[config.mk]
export PLATFORM = sky130hd
export DESIGN_NAME = column_spike_demux
export DESIGN_NICKNAME = d
export VERILOG_FILES = /design/src/rtl/column_demux_pkg.sv /design/src/rtl/column_spike_demux_gamma_phase_tracker.sv /design/src/rtl/column_spike_demux.sv
export SDC_FILE = /design/constraint.sdc
export NUM_CORES = 1
export LEC_CHECK = 0
export BUFFER_PORTS_ARGS = -buffer_cell sky130_fd_sc_hd__buf_2
export CAP_MARGIN = 20
export CELL_PAD_IN_SITES_DETAIL_PLACEMENT = 0
export CELL_PAD_IN_SITES_GLOBAL_PLACEMENT = 1
export CORE_UTILIZATION = 39
export DETAILED_ROUTE_END_ITERATION = 8
export GPL_ROUTABILITY_DRIVEN = 1
export MAX_ROUTING_LAYER = met4
export PLACE_DENSITY_LB_ADDON = 0.1
export SYNTH_ARGS = -nofsm -noshare
export SYNTH_HDL_FRONTEND = slang
export SYNTH_SLANG_ARGS = --single-unit
[constraint.sdc]
create_clock -name clk -period 2.1 [get_ports clk]
set_input_delay 0.105 -clock clk [delete_from_list [all_inputs] [get_ports clk]]
set_output_delay 0.105 -clock clk [all_outputs]
set_load 0.03 [all_outputs]
[src/rtl/column_demux_pkg.sv]
// Shared types and helpers for the column spike demultiplexer: slot encoding,
// slot length and the "no spike" marker derived from the gamma cycle length.
package column_demux_pkg;

   function automatic int unsigned slot_length(input int unsigned g);
      return g / 2;
   endfunction

   // A spike can land at offsets 0..SLOT_LENGTH-1, so SLOT_LENGTH itself is free as a marker.
   function automatic int unsigned no_spike(input int unsigned g);
      return slot_length(g);
   endfunction

   typedef enum logic {
      SLOT_NET1 = 1'b0,
      SLOT_NET2 = 1'b1
   } slot_e;

   localparam int unsigned DEFAULT_GAMMA_CYCLE_LENGTH = 18;
   localparam int unsigned DEFAULT_TW = $clog2(slot_length(DEFAULT_GAMMA_CYCLE_LENGTH) + 1);

   typedef logic [DEFAULT_TW-1:0] spike_time_t;

endpackage

[src/rtl/column_spike_demux_gamma_phase_tracker.sv]
// Follows the gamma phase from grst rising edges: running flag, cycle counter,
// slot/offset decode and strobes for the last clock and for a misaligned restart.
module gamma_phase_tracker
   import column_demux_pkg::*;
#(
   parameter  int unsigned GAMMA_CYCLE_LENGTH = 18,
   localparam int unsigned SLOT_LENGTH        = slot_length(GAMMA_CYCLE_LENGTH),
   localparam int unsigned TW                 = $clog2(SLOT_LENGTH + 1),
   localparam int unsigned CW                 = $clog2(GAMMA_CYCLE_LENGTH)
) (
   input  logic          clk,
   input  logic          rstb,
   input  logic          grst,
   output logic          running,
   output slot_e         slot,
   output logic [TW-1:0] offset,
   output logic          last_cycle,
   output logic          misalign
);

   localparam logic [CW-1:0] LAST     = CW'(GAMMA_CYCLE_LENGTH - 1);
   localparam logic [CW-1:0] SLOT_LEN = CW'(SLOT_LENGTH);

   logic          grst_q;
   logic          gamma_start;
   logic [CW-1:0] counter;

   assign gamma_start = grst & ~grst_q;

   always_ff @(posedge clk or posedge rstb) begin
      if (rstb) begin
         grst_q  <= 1'b0;
         running <= 1'b0;
         counter <= '0;
      end else begin
         grst_q <= grst;
         if (gamma_start) begin
            counter <= '0;
            running <= 1'b1;
         end else if (running) begin
            counter <= (counter == LAST) ? '0 : counter + 1'b1;
         end
      end
   end

   assign slot       = (counter >= SLOT_LEN) ? SLOT_NET2 : SLOT_NET1;
   assign offset     = TW'((slot == SLOT_NET2) ? counter - SLOT_LEN : counter);
   assign last_cycle = running && (counter == LAST);
   // A restart on the final clock is just an early-announced wrap, so it is not an error.
   assign misalign   = gamma_start && running && (counter != LAST);

endmodule

[src/rtl/column_spike_demux.sv]
// Splits the time-shared column spike bus into per-network streams and publishes
// each neuron's first-spike offset per network slot once every gamma cycle.
module column_spike_demux
   import column_demux_pkg::*;
#(
   parameter  int unsigned Q                  = 2,
   parameter  int unsigned GAMMA_CYCLE_LENGTH = 18,
   localparam int unsigned SLOT_LENGTH        = slot_length(GAMMA_CYCLE_LENGTH),
   localparam int unsigned TW                 = $clog2(SLOT_LENGTH + 1)
) (
   input  logic                 clk,
   input  logic                 rstb,
   input  logic                 grst,
   input  logic [Q-1:0]         col_spikes,
   output logic [Q-1:0]         output_spikes1,
   output logic [Q-1:0]         output_spikes2,
   output logic [Q-1:0][TW-1:0] spike_time1,
   output logic [Q-1:0][TW-1:0] spike_time2,
   output logic [Q-1:0]         hit1,
   output logic [Q-1:0]         hit2,
   output logic                 result_valid,
   output logic                 align_err
);

   localparam logic [TW-1:0] NO_SPIKE = TW'(no_spike(GAMMA_CYCLE_LENGTH));

   typedef logic [TW-1:0] stime_t;

   logic          running;
   slot_e         slot;
   logic [TW-1:0] offset;
   logic          last_cycle;
   logic          misalign;

   logic [Q-1:0]          prev;
   logic [Q-1:0]          event_v;
   logic [1:0][Q-1:0]     cap_hit;
   stime_t [1:0][Q-1:0]   cap_time;
   logic [1:0][Q-1:0]     fin_hit;
   stime_t [1:0][Q-1:0]   fin_time;

   gamma_phase_tracker #(
      .GAMMA_CYCLE_LENGTH(GAMMA_CYCLE_LENGTH)
   ) u_tracker (
      .clk        (clk),
      .rstb       (rstb),
      .grst       (grst),
      .running    (running),
      .slot       (slot),
      .offset     (offset),
      .last_cycle (last_cycle),
      .misalign   (misalign)
   );

   // A level already high at slot start counts as an event at offset 0.
   assign event_v = running ? (col_spikes & (~prev | {Q{offset == '0}})) : '0;

   // Capture state as it would stand after this edge; used both to capture and to publish.
   always_comb begin
      fin_hit  = cap_hit;
      fin_time = cap_time;
      for (int unsigned s = 0; s < 2; s++) begin
         for (int unsigned q = 0; q < Q; q++) begin
            if (cap_hit[s][q]) begin
               fin_time[s][q] = cap_time[s][q];
            end else if (event_v[q] && ((s == 1) == (slot == SLOT_NET2))) begin
               fin_hit[s][q]  = 1'b1;
               fin_time[s][q] = offset;
            end else begin
               fin_time[s][q] = NO_SPIKE;
            end
         end
      end
   end

   always_ff @(posedge clk or posedge rstb) begin
      if (rstb) begin
         prev           <= '0;
         cap_hit        <= '0;
         cap_time       <= '0;
         output_spikes1 <= '0;
         output_spikes2 <= '0;
         spike_time1    <= {Q{NO_SPIKE}};
         spike_time2    <= {Q{NO_SPIKE}};
         hit1           <= '0;
         hit2           <= '0;
         result_valid   <= 1'b0;
         align_err      <= 1'b0;
      end else begin
         prev           <= col_spikes;
         output_spikes1 <= (running && slot == SLOT_NET1) ? col_spikes : '0;
         output_spikes2 <= (running && slot == SLOT_NET2) ? col_spikes : '0;
         result_valid   <= last_cycle;
         if (misalign) begin
            align_err <= 1'b1;
            cap_hit   <= '0;
            cap_time  <= '0;
         end else if (last_cycle) begin
            spike_time1 <= fin_time[0];
            spike_time2 <= fin_time[1];
            hit1        <= fin_hit[0];
            hit2        <= fin_hit[1];
            cap_hit     <= '0;
            cap_time    <= '0;
         end else if (running) begin
            cap_hit  <= fin_hit;
            cap_time <= fin_time;
         end
      end
   end

endmodule

==> summary.txt, run 1 <==
Place
  – GPL Wtd Cong: roughly 0.85
  – DP HPWL: between 4000 and 5000 um
  – Post-DP Area: between 0.003 and 0.004 sq mm
  – Port Buffers: 30

Finish
  – Layout cells sized above 1: 0.329
  – P&R area growth vs syn: 25.2%
  – # nets final: between 300 and 400
  – Design Area, Final: about 0.0034 sq mm
  – Diodes inserted: 0
  – # fillers: ~640

GRT
  – Largest net degree at the start of global routing: 35
  – First-pass GRT wire length: 11600 um
  – Residual overflow from global routing: 0
  – Initial antenna violation count: 0
  – GRT Overall Usage: 0.214
  – Vias in the first global route: 2238

CTS
  – H-tree depth: 2
  – Clock Tree Buf Depth: 2
  – Number of clock sinks: 55
  – Cts bufs inserted: 5
  – Clk_lat worst skew: about 0.32 ns
  – Clock Root Buffer: clkbuf_8
  – CTS clk-pin slew, worst paths: ~0.10 ns
  – TritonCTS clock tree: done

Yosys
  – Register bit total from synthesis: 55
  – Async set-reset flop share out of synthesis: 1.00
  – Post-synthesis sequential area ratio: 0.510
  – Syn. warnings: 0
  – Ys flop type: dfrtp_1
  – Post-synthesis area per instance: around 10 sq um
  – Gate Count Post-Synth: 279
  – Number of synthesized flops with an enable pin: 0
  – Cell Area, Synth: 0.00272 sq mm
  – Mapped Nets: approximately 290
  – Netlist cell types: 46

Critical path
  – Cell repeated most along the worst path: o31ai_1
  – CP Class: reg2reg
  – Crit path capture type: flip-flop
  – Critical path's slowest cell: dfrtp_2
  – Required @ worst endpoint: about 2.3 ns
  – Max incr delay on CP: 0.46 ns
  – CP max FO: 6
  – Cell Chain, Critical Path: ha_4, or4_4, o221a_4, o31ai_1, nand3_1, o31ai_1
  – CP arrival: 2.35 ns
  – Setup crit start kind: flip-flop

Floorplanning
  – Rows: 30
  – I/O pin count: 31
  – Die W: about 85 um
  – DIE AREA: between 0.007 and 0.008 sq mm
  – Core Box Area: approximately 0.0068 sq mm
  – Die height: 85.5 um
  – Initial Util: 0.402

Detailed routing
  – Avg Vias per Cell: about 5.5
  – DRT Pass-1 Iters: 4
  – Via count: 2311
  – DR WL/cell: ~17 um
  – # DRC: 0
  – DR iter-0 viols: 76
  – Detailed Route WL: ~7000 um
  – Post-route ant nets: 0

STA
  – Fin. max-slew vios: 0
  – Final period utilization: 1.01
  – Hold slack: ~0.37 ns
  – Hold Fails Final Rpt: 0
  – Normalized max-slew margin: 0.651
  – Worst clock skew: 0.00997 ns
  – Final Worst Setup Slack: -0.0256 ns
  – RSZ-0062 raised after global routing: true
  – Final setup violation count: 7
  – Worst slew pin tran: about 0.52 ns
  – Max Clk Rate: approximately 470 MHz
  – Final Critical Period: 2.13 ns

Min path
  – Tightest Hold Check Type: in2async

Flow run
  – Max-cap check violation count: 0

Power
  – Lkg Pwr: 1.50 nW
  – Peak VDD IR: ~540 uV
  – Pwr Density: roughly 1200 mW/mm^2

Status
  – Failing checks: negative setup slack
  – Status: finished, violations left
==> registers in the layout (all words and copies together) (netlist names) <==
register and count:
u_tracker.running 1, hit2 2, output_spikes2 2, spike_time2 8, result_valid 1, u_tracker.counter 5, prev 2, u_tracker.grst_q 1
cap_hit 4, output_spikes1 2, hit1 2, align_err 1, spike_time1 8, cap_time 16
==> per-stage QoR <==
stage          setup TNS (ns)  worst slack, ns  cells  power [W]   util
4_1_cts               -0.0350          -0.0218    422    0.00408  0.500
5_1_grt                 -1.55           -0.125    423    0.00437  0.503
2_1_floorplan         -0.0366          -0.0145    279    0.00276      -
3_5_place_dp           -0.723          -0.0943    405    0.00337  0.471
6_report              -0.0845          -0.0256    423    0.00409  0.503
3_3_place_gp           -0.236          -0.0415    405    0.00336  0.471
==> synth_stat cells, drive strengths merged, types with 3 or more instances <==
master  number  area share
ha           3       0.014
clkbuf      13       0.018
buf          6       0.012
mux2i        4       0.015
nor2        24       0.033
a311o        3       0.011
dfstp        8       0.077
and2         7       0.016
o31ai       13       0.036
a211oi       4       0.011
a31oi        7       0.016
nand2       35       0.048
mux2         3       0.012
nor2b        4      0.0092
inv         14       0.019
a21oi       12       0.023
nor3         6       0.015
o21ai       24       0.044
o221ai       9       0.029
nand3        6       0.011
dfrtp       47        0.43
==> where the power goes <==
| group | switching (W) | internal (W) |
|---|---|---|
| combinational | 0.00111 | 0.000835 |
| clock | 0.000363 | 0.000241 |
| sequential | 0.000225 | 0.00132 |
| total | 0.00170 | 0.00239 |
==> cell type report <==
| type | count | area (sq um) | area share |
|---|---|---|---|
| clock inverters | 2 | 16.3 | 0.00478 |
| well taps | 80 | 100 | 0.0294 |
| inverters | 14 | 52.6 | 0.0155 |
| multi-input cells | 191 | 1240 | 0.366 |
| clock buffers | 6 | 72.6 | 0.0213 |
| repair buffers | 75 | 527 | 0.155 |
| flip-flops and latches | 55 | 1390 | 0.408 |
==> worst max-delay path, delay by kind of cell, from the launching register on <==
kind            cells  cell delay, ns
fa+ha+maj           1            0.17
simple gates        2            0.61
flops               1            0.46
compound gates      3            0.80
==> repair_timing <==
item | 4_1_cts | 5_1_grt
pin swaps | 5 | 8
hold buffers | 4 | 0
gates resized for setup | 5 | 9
endpoints found under the hold margin | 24 | 0
setup buffers | 5 | 1
setup endpoints to repair | 24 | 30
==> routing by layer <==
layer	global-route usage	up-vias	part of all wire
li1	-	1133	-
met1	0.300	1116	0.50
met2	0.324	54	0.45
met3	0.0340	8	0.037
met4	0.0545	0	0.0099
met5	-	-	0
==> cells by family after synthesis <==
family,synth area share
AND/OR/NAND/NOR,0.160
adder cells (fa/ha/maj),0.0138
multiplexers,0.0272
flip-flops,0.510
buffers and inverters,0.0497
AO/OA/AOI/OAI,0.236
XOR/XNOR,0.00322
==> final timing paths <==
| check | from | to | slack [ns] | cells after the start |
|---|---|---|---|---|
| min in group clk | grst | u_tracker.grst_q | 0.45 | 2 |
| setup reg to reg | u_tracker.counter[0] | cap_time[2] | -0.03 | 6 |
| setup / recovery | u_tracker.counter[0] | cap_time[2] | -0.03 | 6 |
| max in group asynchronous | rstb | spike_time2[3] | 1.11 | 4 |
| hold / removal | rstb | spike_time1[5] | 0.37 | 3 |
| hold reg to reg | spike_time1[1] | spike_time1[1] | 0.47 | 2 |
==> layout by cell type, fill, tap and decap left out, drive strengths merged, types with 3 or more instances in the layout <==
| cell type | n |
|---|---|
| a211oi | 4 |
| a21oi | 12 |
| a311o | 3 |
| a31oi | 7 |
| and2 | 7 |
| buf | 71 |
| clkbuf | 6 |
| dfrtp | 47 |
| dfstp | 8 |
| dlygate4sd3 | 4 |
| ha | 3 |
| inv | 15 |
| mux2 | 3 |
| mux2i | 4 |
| nand2 | 35 |
| nand3 | 6 |
| nor2 | 24 |
| nor2b | 4 |
| nor3 | 6 |
| o21ai | 24 |
| o221ai | 9 |
| o31ai | 13 |
No activity file was read; power rests on OpenSTA's default activity.
==> inputs of run 2 (changes only) <==
--- a/config.mk
+++ b/config.mk
@@ -5,6 +5,7 @@
 export SDC_FILE = /design/constraint.sdc
 export NUM_CORES = 1
 export LEC_CHECK = 0
+export ABC_AREA = 1
 export BUFFER_PORTS_ARGS = -buffer_cell sky130_fd_sc_hd__buf_2
 export CAP_MARGIN = 20
 export CELL_PAD_IN_SITES_DETAIL_PLACEMENT = 0
==> run 2 against run 1 <==
- register-to-register slack improved by 0.20 ns
- combinational power hardly changed
- synthesized cell count rose by 15%
- the flow finishes with violations (design-rule violations)
- largest power group unchanged
- via count is 8.9% lower
- sequential share of layout area up 3.6 points
- clock skew shrank 0.0015 ns
- synthesized area fell by 3.6%
==> summary.txt, run 2 <==
Yosys
  – Top-count cell post-synth: nand2_1 (was dfrtp_1)
  – Mapped Nets: 328 (was 287)
  – Post-synth top cells: 122 x nand2_1, 47 x dfrtp_1, 34 x nand3_1, 32 x inv_1, 21 x nor2_1 (was 47 x dfrtp_1, 35 x nand2_1, 24 x nor2_1, 24 x o21ai_0, 14 x inv_1)
  – Netlist cell types: 30 (was 46)
  – Cell Area, Synth: 0.00262 sq mm (was 0.00272 sq mm)
  – Area leader, netlist: dfrtp_1 (unchanged)
  – Syn. warnings: 0 (unchanged)
  – Register bit total from synthesis: 55 (unchanged)
  – Post-synthesis area per instance: 8.18 sq um (was 9.74 sq um)
  – Gate Count Post-Synth: 320 (was 279)
  – Post-synthesis adder-cell area fraction: 0.0143 (was 0.0138)
  – Synth top area share: 0.449 (was 0.433)
  – Post-synthesis sequential area ratio: 0.529 (was 0.510)
  – Multiplexer share of the synthesized area: 0 (was 0.0272)
  – Number of synthesized flops with an enable pin: 0 (unchanged)
  – Async set-reset flop share out of synthesis: 1.00 (unchanged)
  – Complex-gate fraction of the synthesized area: 0.0468 (was 0.236)
  – Synth Area in Simple Gates: 0.330 (was 0.160)
  – Main combinational cell family by area after synthesis: simple AND/OR/NAND/NOR gates (was compound AO/OA/AOI/OAI gates)
  – Ys flop type: dfrtp_1 (unchanged)
  – Synth area leaders: dfrtp_1 45%, nand2_1 17%, dfstp_2 8.0% (was dfrtp_1 43%, dfstp_2 7.7%, nand2_1 4.8%)
  – Post-Synth XOR/XNOR Area: 0.0100 (was 0.00322)

STA
  – Final Critical Period: 1.93 ns (was 2.13 ns)
  – Final period utilization: 0.919 (was 1.01)
  – Worst slew pin tran: 0.574 ns (was 0.523 ns)
  – Setup Total Neg Slack: 0 ns (was -0.0845 ns)
  – Fin. max-slew vios: 0 (unchanged)
  – Normalized max-slew margin: 0.617 (was 0.651)
  – Max Clk Rate: 518 MHz (was 470 MHz)
  – Worst clock skew: 0.00847 ns (was 0.00997 ns)
  – Final setup violation count: 0 (was 7)
  – Hold Fails Final Rpt: 0 (unchanged)

Power
  – Pwr Total: 0.00438 W (was 0.00409 W)
  – Lkg Pwr: 1.67 nW (was 1.50 nW)
  – Peak VDD IR: 506 uV (was 542 uV)
  – Pwr Density: 1400 mW/mm^2 (was 1200 mW/mm^2)

Finish
  – Core Util, Final: 0.486 (was 0.503)
  – Largest reg by FF count: cap_time (unchanged)
  – Most common cell after layout, fill and taps aside: nand2_1 (was dfrtp_1)
  – Top flop regs: cap_time: 16 flops, spike_time1: 8 flops, spike_time2: 8 flops (unchanged)
  – Design Area, Final: 0.00312 sq mm (was 0.00340 sq mm)
  – Diodes inserted: 0 (unchanged)
  – Layout cells sized above 1: 0.226 (was 0.329)
  – Most frequent cells in the layout: 121 x nand2_1, 47 x dfrtp_1, 34 x nand3_1, 30 x inv_1, 30 x buf_2 (was 46 x dfrtp_1, 38 x buf_4, 35 x nand2_1, 30 x buf_2, 23 x nor2_1)
  – P&R area growth vs syn: 19.3% (was 25.2%)
  – # nets final: 374 (was 350)
  – Largest register FFs: 16 (unchanged)

Detailed routing
  – DR WL/cell: 13.9 um (was 16.6 um)
  – Post-route ant nets: 0 (unchanged)
  – Avg Vias per Cell: 4.74 (was 5.46)
  – DRT Pass-1 Iters: 6 (was 4)
  – Via count: 2106 (was 2311)
  – DR iter-0 viols: 142 (was 76)
  – # DRC: 3 (was 0)
  – Detailed Route WL: 6170 um (was 7040 um)

CTS
  – H-tree depth: 2 (unchanged)
  – CTS clk-pin slew, worst paths: 0.10 ns (about the same)
  – Clock Root Buffer: clkbuf_8 (unchanged)
  – Number of clock sinks: 55 (unchanged)
  – Cts bufs inserted: 5 (unchanged)
  – Clk_lat worst skew: 0.31 ns (was 0.32 ns)
  – Clock Tree Buf Depth: 2 (unchanged)
  – TritonCTS clock tree: done (unchanged)

Status
  – Status: finished, violations left (unchanged)
  – Failing checks: design-rule violations (was negative setup slack)

GRT
  – Vias in the first global route: 2009 (was 2238)
  – Initial antenna violation count: 0 (unchanged)
  – Residual overflow from global routing: 0 (unchanged)
  – Largest net degree at the start of global routing: 32 (was 35)
  – First-pass GRT wire length: 10200 um (was 11600 um)
  – GRT Overall Usage: 0.192 (was 0.214)

Floorplanning
  – Core Box Area: 0.00642 sq mm (was 0.00676 sq mm)
  – Rows: 29 (was 30)
  – I/O pin count: 31 (unchanged)
  – Initial Util: 0.408 (was 0.402)
  – Die W: 83.9 um (was 85.5 um)
  – Die height: 83.9 um (was 85.5 um)
  – DIE AREA: 0.00705 sq mm (was 0.00730 sq mm)

Min path
  – Tightest Hold Check Type: in2async (unchanged)

Place
  – GPL Wtd Cong: 0.837 (was 0.850)
  – DP HPWL: 4220 um (was 4980 um)
  – Post-DP Area: 0.00292 sq mm (was 0.00319 sq mm)
  – Port Buffers: 30 (unchanged)

Critical path
  – Critical Path Start: u_tracker.counter[0] (unchanged)
  – Critical path's slowest cell: dfrtp_1 (was dfrtp_2)
  – Cell repeated most along the worst path: nand2_1 (was o31ai_1)
  – Setup crit start kind: flip-flop (unchanged)
  – CP top delay family: simple AND/OR/NAND/NOR gates (was compound AO/OA/AOI/OAI gates)
  – CP max FO: 6 (unchanged)
  – Max incr delay on CP: 0.42 ns (was 0.46 ns)
  – Required @ worst endpoint: 2.31 ns (was 2.32 ns)
  – CP Class: reg2reg (unchanged)
  – Reg-to-Reg Start: u_tracker.counter[0] (unchanged)
  – CP bufs+invs: 1 (was 0)
  – Cell Chain, Critical Path: ha_1, inv_1, nand3_2, nand2_2, nand3_1, nand2_4, nand2_4, o21bai_4, nand2_1, nand2_2, nand2_1, nand2_1, nand2_1 (was ha_4, or4_4, o221a_4, o31ai_1, nand3_1, o31ai_1)
  – CP arrival: 2.14 ns (was 2.35 ns)
  – Crit path capture type: flip-flop (unchanged)

Flow run
  – Max-cap check violation count: 0 (unchanged)
-- run 2: what timing repair did --
item | CTS | global route
resized for setup | 0 | 3
endpoints found under the hold margin | 24 | 0
setup endpoints to repair | 0 | 11
hold buffers | 4 | 0
buffers inserted | 0 | 3
-- run 2: final timing paths --
| path | to | slack, ns | depth (start not counted) |
|---|---|---|---|
| setup / recovery | cap_time[7] | 0.17 | 13 |
| hold reg to reg | spike_time1[4] | 0.47 | 2 |
| hold / removal | u_tracker.running | 0.39 | 3 |
| min in group clk | prev[1] | 0.44 | 2 |
| setup reg to reg | cap_time[7] | 0.17 | 13 |
| max in group asynchronous | spike_time1[7] | 1.08 | 4 |
-- run 2: layer usage --
layer	wire, um	part of all wire	track usage	up-vias
li1	-	-	-	1079
met1	3090	0.50	0.271	973
met2	2820	0.46	0.280	48
met3	196	0.032	0.0336	6
met4	66	0.011	0.0596	0
met5	0	0	-	-
-- run 2: cell families after synthesis --
| logic type | after synthesis |
|---|---|
| buf+inv | 45 |
| flops | 55 |
| simple gates | 196 |
| compound gates | 18 |
| xor+xnor | 3 |
| fa+ha+maj | 3 |
-- run 2: final cells by class --
| cell class | instances | area, sq um |
|---|---|---|
| Timing Repair Buffer | 50 | 335 |
| Tap cell | 77 | 96.3 |
| Clock buffer | 6 | 82.6 |
| Multi-Input combinational cell | 220 | 1060 |
| Clock inverter | 2 | 38.8 |
| Sequential cell | 55 | 1390 |
| Inverter | 34 | 128 |
| Fill cell | 649 | 3300 |
-- run 2: tightest hold or removal path: stages --
cell and delay (ns):
dlygate4sd3_1 0.53, buf_2 0.12, inv_2 0.42
-- run 2: where the power goes --
| group | internal [W] | switching, W |
|---|---|---|
| Combinational | 0.000653 | 0.00127 |
| Sequential | 0.00144 | 0.000247 |
| Clock | 0.000393 | 0.000372 |
-- run 2: through the flow --
step / std cells / setup WS, ns / hold slack [ns]
final: 444 / 0.170 / 0.388
after global routing: 444 / -0.0174 / 0.438
after global placement: 429 / 0.126 / 0.194
after floorplan: 320 / 0.294 / 0.136
after detailed placement: 429 / 0.123 / 0.194
after CTS: 441 / 0.0946 / 0.398
